[src/rtl/transaccion_pkg.sv]
// Shared helpers for the transaction demux: width derivation, destination
// field extraction and the hysteresis rule used by every pause flag.
package transaccion_pkg;

  function automatic int clog2_f(input int unsigned v);
    int r = 0;
    for (int i = 0; i < 32; i++) begin
      if ((64'd1 << i) < 64'(v)) r = i + 1;
    end
    return r;
  endfunction

  function automatic int cnt_w_f(input int unsigned len);
    return clog2_f(len + 1);
  endfunction

  function automatic int ptr_w_f(input int unsigned len);
    return clog2_f(len);
  endfunction

  function automatic int dest_w_f(input int unsigned n);
    return clog2_f(n);
  endfunction

  // Word is passed zero-extended so one function serves any BITNUMBER up to 64.
  function automatic logic [31:0] dest_of(input logic [63:0] word,
                                          input int unsigned lsb,
                                          input int unsigned dw);
    return 32'((word >> lsb) & ((64'd1 << dw) - 64'd1));
  endfunction

  function automatic logic hyst_next(input logic [31:0] cnt,
                                     input logic [31:0] alto,
                                     input logic [31:0] bajo,
                                     input logic        prev);
    if (cnt >= alto) return 1'b1;
    if (cnt <= bajo) return 1'b0;
    return prev;
  endfunction

endpackage

[src/rtl/transaccion_demux_n_if.sv]
// Bus bundle for the transaction demux: producer side, per-destination
// consumer strobes, thresholds and status flags.
interface transaccion_demux_n_if #(
  parameter int BITNUMBER = 8,
  parameter int NUM_DEST  = 2,
  parameter int CNT_W     = 3
);
  logic                          push;
  logic [BITNUMBER-1:0]          data_in;
  logic [NUM_DEST-1:0]           pop;
  logic [CNT_W-1:0]              umbral_alto;
  logic [CNT_W-1:0]              umbral_bajo;
  logic                          main_pause;
  logic                          main_full;
  logic [NUM_DEST-1:0]           dest_pause;
  logic [NUM_DEST-1:0]           can_pop;
  logic [NUM_DEST*BITNUMBER-1:0] data_out;
  logic                          error;

  modport master (
    output push, data_in, pop, umbral_alto, umbral_bajo,
    input  main_pause, main_full, dest_pause, can_pop, data_out, error
  );

  modport slave (
    input  push, data_in, pop, umbral_alto, umbral_bajo,
    output main_pause, main_full, dest_pause, can_pop, data_out, error
  );
endinterface

[src/rtl/fifo_fwft_sinc.sv]
// Synchronous first-word-fall-through FIFO; head is valid whenever empty=0.
// count_nxt exposes the post-edge occupancy so callers can register flags on it.
module fifo_fwft_sinc import transaccion_pkg::*; #(
  parameter  int BITNUMBER = 8,
  parameter  int LENGTH    = 4,
  localparam int CNT_W     = cnt_w_f(LENGTH),
  localparam int PTR_W     = ptr_w_f(LENGTH)
) (
  input  logic                 clk,
  input  logic                 reset,
  input  logic                 push,
  input  logic                 pop,
  input  logic [BITNUMBER-1:0] data_in,
  output logic                 full,
  output logic                 empty,
  output logic [CNT_W-1:0]     count_nxt,
  output logic [BITNUMBER-1:0] head
);

  logic [BITNUMBER-1:0] mem_q [LENGTH];
  logic [BITNUMBER-1:0] mem_d [LENGTH];
  logic [PTR_W-1:0]     wr_ptr_q, wr_ptr_d;
  logic [PTR_W-1:0]     rd_ptr_q, rd_ptr_d;
  logic [CNT_W-1:0]     count_q, count_d;
  logic                 push_ok, pop_ok;

  assign full      = (count_q == CNT_W'(LENGTH));
  assign empty     = (count_q == '0);
  assign push_ok   = push & ~full;
  assign pop_ok    = pop & ~empty;
  assign head      = mem_q[rd_ptr_q];
  assign count_nxt = count_d;

  always_comb begin
    mem_d    = mem_q;
    wr_ptr_d = wr_ptr_q;
    rd_ptr_d = rd_ptr_q;
    count_d  = count_q;
    if (push_ok) begin
      mem_d[wr_ptr_q] = data_in;
      wr_ptr_d        = wr_ptr_q + PTR_W'(1);
    end
    if (pop_ok) begin
      rd_ptr_d = rd_ptr_q + PTR_W'(1);
    end
    if (push_ok && !pop_ok) begin
      count_d = count_q + CNT_W'(1);
    end else if (!push_ok && pop_ok) begin
      count_d = count_q - CNT_W'(1);
    end
  end

  // Storage is not reset: an empty FIFO never exposes its contents.
  always_ff @(posedge clk) begin
    mem_q <= mem_d;
  end

  always_ff @(posedge clk) begin
    if (reset) begin
      wr_ptr_q <= '0;
      rd_ptr_q <= '0;
      count_q  <= '0;
    end else begin
      wr_ptr_q <= wr_ptr_d;
      rd_ptr_q <= rd_ptr_d;
      count_q  <= count_d;
    end
  end

endmodule

[src/rtl/transaccion_demux_n.sv]
// Transaction router: main FIFO drains in strict order into NUM_DEST FWFT
// FIFOs selected by a field of each word, with hysteresis pause flags.
module transaccion_demux_n import transaccion_pkg::*; #(
  parameter  int BITNUMBER = 8,
  parameter  int LENGTH    = 4,
  parameter  int NUM_DEST  = 2,
  parameter  int DEST_LSB  = 4,
  localparam int CNT_W     = cnt_w_f(LENGTH),
  localparam int DEST_W    = dest_w_f(NUM_DEST)
) (
  input  logic                 clk,
  input  logic                 reset,
  transaccion_demux_n_if.slave bus
);

  logic                 m_full, m_empty;
  logic [CNT_W-1:0]     m_count_nxt;
  logic [BITNUMBER-1:0] m_head;

  logic [NUM_DEST-1:0]  d_full, d_empty, d_push;
  logic [CNT_W-1:0]     d_count_nxt [NUM_DEST];
  logic [BITNUMBER-1:0] d_head      [NUM_DEST];

  logic [DEST_W-1:0]    xfer_dest;
  logic                 xfer;

  logic                 main_pause_q, main_pause_d;
  logic [NUM_DEST-1:0]  dest_pause_q, dest_pause_d;
  logic                 error_q, error_d;

  // Destination fullness is the pre-pop value, so a full FIFO never accepts
  // a word in the same cycle it is popped.
  assign xfer_dest = DEST_W'(dest_of(64'(m_head), DEST_LSB, DEST_W));
  assign xfer      = ~m_empty & ~d_full[xfer_dest];

  fifo_fwft_sinc #(
    .BITNUMBER (BITNUMBER),
    .LENGTH    (LENGTH)
  ) u_main (
    .clk       (clk),
    .reset     (reset),
    .push      (bus.push),
    .pop       (xfer),
    .data_in   (bus.data_in),
    .full      (m_full),
    .empty     (m_empty),
    .count_nxt (m_count_nxt),
    .head      (m_head)
  );

  for (genvar i = 0; i < NUM_DEST; i++) begin : g_dest
    assign d_push[i] = xfer && (xfer_dest == DEST_W'(i));

    fifo_fwft_sinc #(
      .BITNUMBER (BITNUMBER),
      .LENGTH    (LENGTH)
    ) u_dest (
      .clk       (clk),
      .reset     (reset),
      .push      (d_push[i]),
      .pop       (bus.pop[i]),
      .data_in   (m_head),
      .full      (d_full[i]),
      .empty     (d_empty[i]),
      .count_nxt (d_count_nxt[i]),
      .head      (d_head[i])
    );

    assign bus.can_pop[i] = ~d_empty[i];
    assign bus.data_out[i*BITNUMBER +: BITNUMBER] = d_empty[i] ? '0 : d_head[i];
  end

  // Flags follow the post-edge counts so they move in the same cycle as them.
  always_comb begin
    main_pause_d = hyst_next(32'(m_count_nxt), 32'(bus.umbral_alto),
                             32'(bus.umbral_bajo), main_pause_q);
    dest_pause_d = dest_pause_q;
    for (int i = 0; i < NUM_DEST; i++) begin
      dest_pause_d[i] = hyst_next(32'(d_count_nxt[i]), 32'(bus.umbral_alto),
                                  32'(bus.umbral_bajo), dest_pause_q[i]);
    end
    error_d = error_q | (bus.push & m_full) | (|(bus.pop & d_empty));
  end

  always_ff @(posedge clk) begin
    if (reset) begin
      main_pause_q <= 1'b0;
      dest_pause_q <= '0;
      error_q      <= 1'b0;
    end else begin
      main_pause_q <= main_pause_d;
      dest_pause_q <= dest_pause_d;
      error_q      <= error_d;
    end
  end

  assign bus.main_pause = main_pause_q;
  assign bus.main_full  = m_full;
  assign bus.dest_pause = dest_pause_q;
  assign bus.error      = error_q;

endmodule

[src/flat_wrapper.sv]
// flat-port wrapper written by rule: the top's interface ports become plain ports
module transaccion_demux_n_flat import transaccion_pkg::*;
#(
  parameter  int BITNUMBER = 8,
  parameter  int LENGTH    = 4,
  parameter  int NUM_DEST  = 2,
  parameter  int DEST_LSB  = 4,
  localparam int CNT_W     = cnt_w_f(LENGTH),
  localparam int DEST_W    = dest_w_f(NUM_DEST)
)
  (clk, reset, bus_push, bus_data_in, bus_pop, bus_umbral_alto, bus_umbral_bajo, bus_main_pause, bus_main_full, bus_dest_pause, bus_can_pop, bus_data_out, bus_error);
  transaccion_demux_n_if #(.BITNUMBER(BITNUMBER), .NUM_DEST(NUM_DEST), .CNT_W(3)) bus_i ();
  input  logic clk;
  input  logic reset;
  input wire logic [$bits(bus_i.push)-1:0] bus_push;
  input wire logic [$bits(bus_i.data_in)-1:0] bus_data_in;
  input wire logic [$bits(bus_i.pop)-1:0] bus_pop;
  input wire logic [$bits(bus_i.umbral_alto)-1:0] bus_umbral_alto;
  input wire logic [$bits(bus_i.umbral_bajo)-1:0] bus_umbral_bajo;
  output wire logic [$bits(bus_i.main_pause)-1:0] bus_main_pause;
  output wire logic [$bits(bus_i.main_full)-1:0] bus_main_full;
  output wire logic [$bits(bus_i.dest_pause)-1:0] bus_dest_pause;
  output wire logic [$bits(bus_i.can_pop)-1:0] bus_can_pop;
  output wire logic [$bits(bus_i.data_out)-1:0] bus_data_out;
  output wire logic [$bits(bus_i.error)-1:0] bus_error;
  assign bus_i.push = bus_push;
  assign bus_i.data_in = bus_data_in;
  assign bus_i.pop = bus_pop;
  assign bus_i.umbral_alto = bus_umbral_alto;
  assign bus_i.umbral_bajo = bus_umbral_bajo;
  assign bus_main_pause = bus_i.main_pause;
  assign bus_main_full = bus_i.main_full;
  assign bus_dest_pause = bus_i.dest_pause;
  assign bus_can_pop = bus_i.can_pop;
  assign bus_data_out = bus_i.data_out;
  assign bus_error = bus_i.error;
  transaccion_demux_n #(.BITNUMBER(BITNUMBER), .LENGTH(LENGTH), .NUM_DEST(NUM_DEST), .DEST_LSB(DEST_LSB)) u_core (.clk(clk), .reset(reset), .bus(bus_i));
endmodule
[config.mk]
export PLATFORM = sky130hd
export DESIGN_NAME = transaccion_demux_n_flat
export DESIGN_NICKNAME = d
export VERILOG_FILES = /design/src/rtl/transaccion_pkg.sv /design/src/rtl/transaccion_demux_n_if.sv /design/src/rtl/fifo_fwft_sinc.sv /design/src/rtl/transaccion_demux_n.sv /design/src/flat_wrapper.sv
export SDC_FILE = /design/constraint.sdc
export NUM_CORES = 1
export LEC_CHECK = 0
export BUFFER_PORTS_ARGS = -buffer_cell sky130_fd_sc_hd__clkbuf_2
export CAP_MARGIN = 20
export CORE_ASPECT_RATIO = 1.25
export CORE_MARGIN = 1.5
export CORE_UTILIZATION = 30
export DETAILED_ROUTE_END_ITERATION = 8
export GPL_TIMING_DRIVEN = 1
export PLACE_DENSITY = 0.56
export SLEW_MARGIN = 20
export SYNTH_ARGS = -nofsm -noshare
export SYNTH_HDL_FRONTEND = slang
export SYNTH_SLANG_ARGS = --single-unit
export TNS_END_PERCENT = 1
[constraint.sdc]
create_clock -name clk -period 3.05 [get_ports clk]
set_input_delay 0.305 -clock clk [delete_from_list [all_inputs] [get_ports clk]]
set_output_delay 0.305 -clock clk [all_outputs]
set_load 0.03 [all_outputs]
==> metrics.yaml <==
grt_pass1_wl_um: 16600
grt_pass1_vias: 3068
path_delay_family: "simple AND/OR/NAND/NOR gates"
netlist_instances: 365
worstSetupPathType: "register to register"
power.total_mw: 7.23
synthMuxAreaShare_pct: 10.9
worstPathArrival_ns: 3.20
p_per_area_nw_per_um2: 1100
core.rowCount: 55
synth-seq-cells: 121
num_antenna_cells: 0
core_um2: 18000
hold_slack_ns: 0.129
first_iter_violations: 205
cts_tree: "yes"
htree_levels: 4
yosysUniqueCellTypes: 47
fmax_ghz: 0.348
drc: 0
start_kind: "register"
fin_crit_ns: 2.87
r2r_cells: 10
synth-simple-area-share_pct: 8.64
yosys-top-cells-count: "edfxtp_1 (96), ha_1 (35), and2_1 (30)"
io_pins: 42
grt.total_usage_pct: 11.9
yosys_most_used_dff: "edfxtp_1"
grt_max_degree: 23
cts.sinks: 121
yosysMostFrequentCell: "edfxtp_1"
worstSetupPathDepth: 10
cts-root-buf: "clkbuf_16"
yosys.area.top_type_share_pct: 52.4
initial_core_util_pct: 30.5
cpMaxStageDelayCell: "mux4_2"
fin_cells: 660
synth_fp_nets: 419
postLayoutCoreUtil_pct: 36.4
synth-seq-area-share_pct: 61.5
ys_async_sr_fraction_pct: 0
required_ns: 3.37
crit_fanout: 11
crit_chain: "mux4_2 > buf_4 > and3_2 > o22ai_2 > xor2_1 > ha_1 > nand2_1 > o21ai_0 > or3_1 > a41oi_2"
synth_compound_area_share_pct: 4.60
fin_tns_setup_ns: 0
final_nets: 474
syn-cell-area_um2: 5500
port_buffers: 41
clock_latency_ns: 0.40
synth_adder_area_share_pct: 8.51
synth_edf_count: 96
numPlacedInstances: 626
status: "finished clean"
antenna_found_initial: 0
synth-xor-area-share_pct: 3.05
gp_congestion: 0.771
leakagePower_nw: 2.46
max_stage_delay_ns: 0.56
hpwl_um: 7330
tightest_slew_ns: 0.641
wl_per_cell_um: 15.7
grt-ovfl-total: 0
cp-end-kind: "register"
ctsHoldBuffers: 0
clk_path_buf_depth: 2
syn_avg_cell_area_um2: 15.1
finalHoldViolCount: 0
setup_viol: 0
period_share_pct: 94.2
peakVddDrop_v: 0.000405
hold_path_class: "primary input to register"
routed_wl_um: 10300
synth_top_area_cell: "edfxtp_1"
die_height_um: 154
drt_pass1_iterations: 4
syn_to_final_growth_pct: 19.2
clk_pin_slew_worst_paths_ns: 0.06
avgViaCountPerCell: 4.56
max_cap_viol_count: 0
die-area_um2: 19200
cp_num_buf_inv: 1
holdPathStages: 1
yosys_warnings: 0
slew-limit-headroom_pct: 57.2
drive_gt1_share_pct: 25.2
synth_top_family_by_area: "multiplexers"
vias: 3009
finClkSkew_ns: 0.00866
cts_buffers: 17
die_w_um: 124
synthTopCellsByArea: "edfxtp_1 (52%), mux4_2 (9.4%), dfxtp_1 (9.1%)"
drv_slew: 0
ant_nets: 0
-- metal layers --
| layer | part of all wire (%) | wire, um | global-route usage (%) | up-vias |
|---|---|---|---|---|
| li1 | - | - | - | 1468 |
| met1 | 42 | 4300 | 14.1 | 1477 |
| met2 | 53 | 5480 | 20.1 | 53 |
| met3 | 3.9 | 406 | 3.61 | 11 |
| met4 | 1.5 | 152 | 4.38 | 0 |
| met5 | 0 | 0 | 0 | - |
-- path summary, 6_finish.rpt --
path / start / to / slack [ns]
hold / removal: bus_data_in[4] / u_core.u_main.mem_q[12]$_DFFE_PP_ / 0.13
hold reg to reg: u_core.g_dest[1].u_dest.wr_ptr_q[1]$_SDFFE_PP0P_ / u_core.g_dest[1].u_dest.wr_ptr_q[1]$_SDFFE_PP0P_ / 0.50
setup reg to reg: u_core.u_main.rd_ptr_q[0]$_SDFFE_PP0P_ / u_core.bus.dest_pause[1]$_SDFFE_PP0P_ / 0.18
setup / recovery: u_core.u_main.rd_ptr_q[0]$_SDFFE_PP0P_ / u_core.bus.dest_pause[1]$_SDFFE_PP0P_ / 0.18
-- sequential cells by signal (all words and copies together) (netlist names) --
name	flops
u_core.g_dest.u_dest.mem_q	64
u_core.u_main.mem_q	32
u_core.g_dest.u_dest.count_q	6
u_core.g_dest.u_dest.rd_ptr_q	4
u_core.g_dest.u_dest.wr_ptr_q	4
u_core.u_main.count_q	3
u_core.bus.dest_pause	2
u_core.u_main.rd_ptr_q	2
u_core.u_main.wr_ptr_q	2
u_core.bus.error	1
u_core.bus.main_pause	1
-- layout make-up --
cell class                 count  area (um^2)
multi-input combinational    207         1980
clock buffer                  21          450
timing repair buffer          50          273
clock inverter                10          105
inverter                      23         86.3
sequential                   121         3380
fill                        1710        11500
tap                          228          285
-- power by group --
| part | total, mW | switching, mW | internal, mW | leakage [nW] |
|---|---|---|---|---|
| logic | 2.89 | 1.68 | 1.21 | 1.11 |
| clock network | 1.86 | 0.654 | 1.21 | 0.272 |
| registers | 2.48 | 0.202 | 2.28 | 1.08 |
| total | 7.23 | 2.53 | 4.70 | 2.46 |
-- cells by family (layout without fill, tap and decap cells) --
logic type                 after synthesis  in the layout
DFF                                    121            121
AOI/OAI and AO/OA                       37             37
muxes                                   28             28
and+or+nand+nor                         88             88
buffers and inverters                   37            104
xor gates and xnor gates                16             16
adders and majority gates               38             38
-- stage by stage --
stage | area (um^2) | setup slack [ns]
final | 6560 | 0.177
after global routing | 6560 | -0.0105
after CTS | 6520 | 0.0967
after detailed placement | 5970 | 0.122
after global placement | 5970 | 0.247
after floorplan | 5500 | 0.170
-- placed cells by master (no fill, tap or decap), types with 5 or more instances in the layout --
cell type | synthesis | routed
ha_1 | 35 | 35
and2_1 | 30 | 30
mux4_2 | 23 | 23
clkbuf_16 | 0 | 17
clkinv_2 | 0 | 6
inv_1 | 23 | 23
xnor2_1 | 10 | 10
nand2_1 | 16 | 16
o21ai_0 | 5 | 5
dfxtp_1 | 25 | 25
clkbuf_2 | 1 | 41
edfxtp_1 | 96 | 96
nand2b_1 | 6 | 6
a21oi_1 | 12 | 12
buf_4 | 2 | 9
nor2_1 | 15 | 15
-- repair_timing --
action	in CTS	in global routing
buffers inserted	0	3
resized for setup	0	3
hold endpoints to repair	0	0
endpoints found under the setup margin	0	1
No activity file was read; power rests on OpenSTA's default activity.
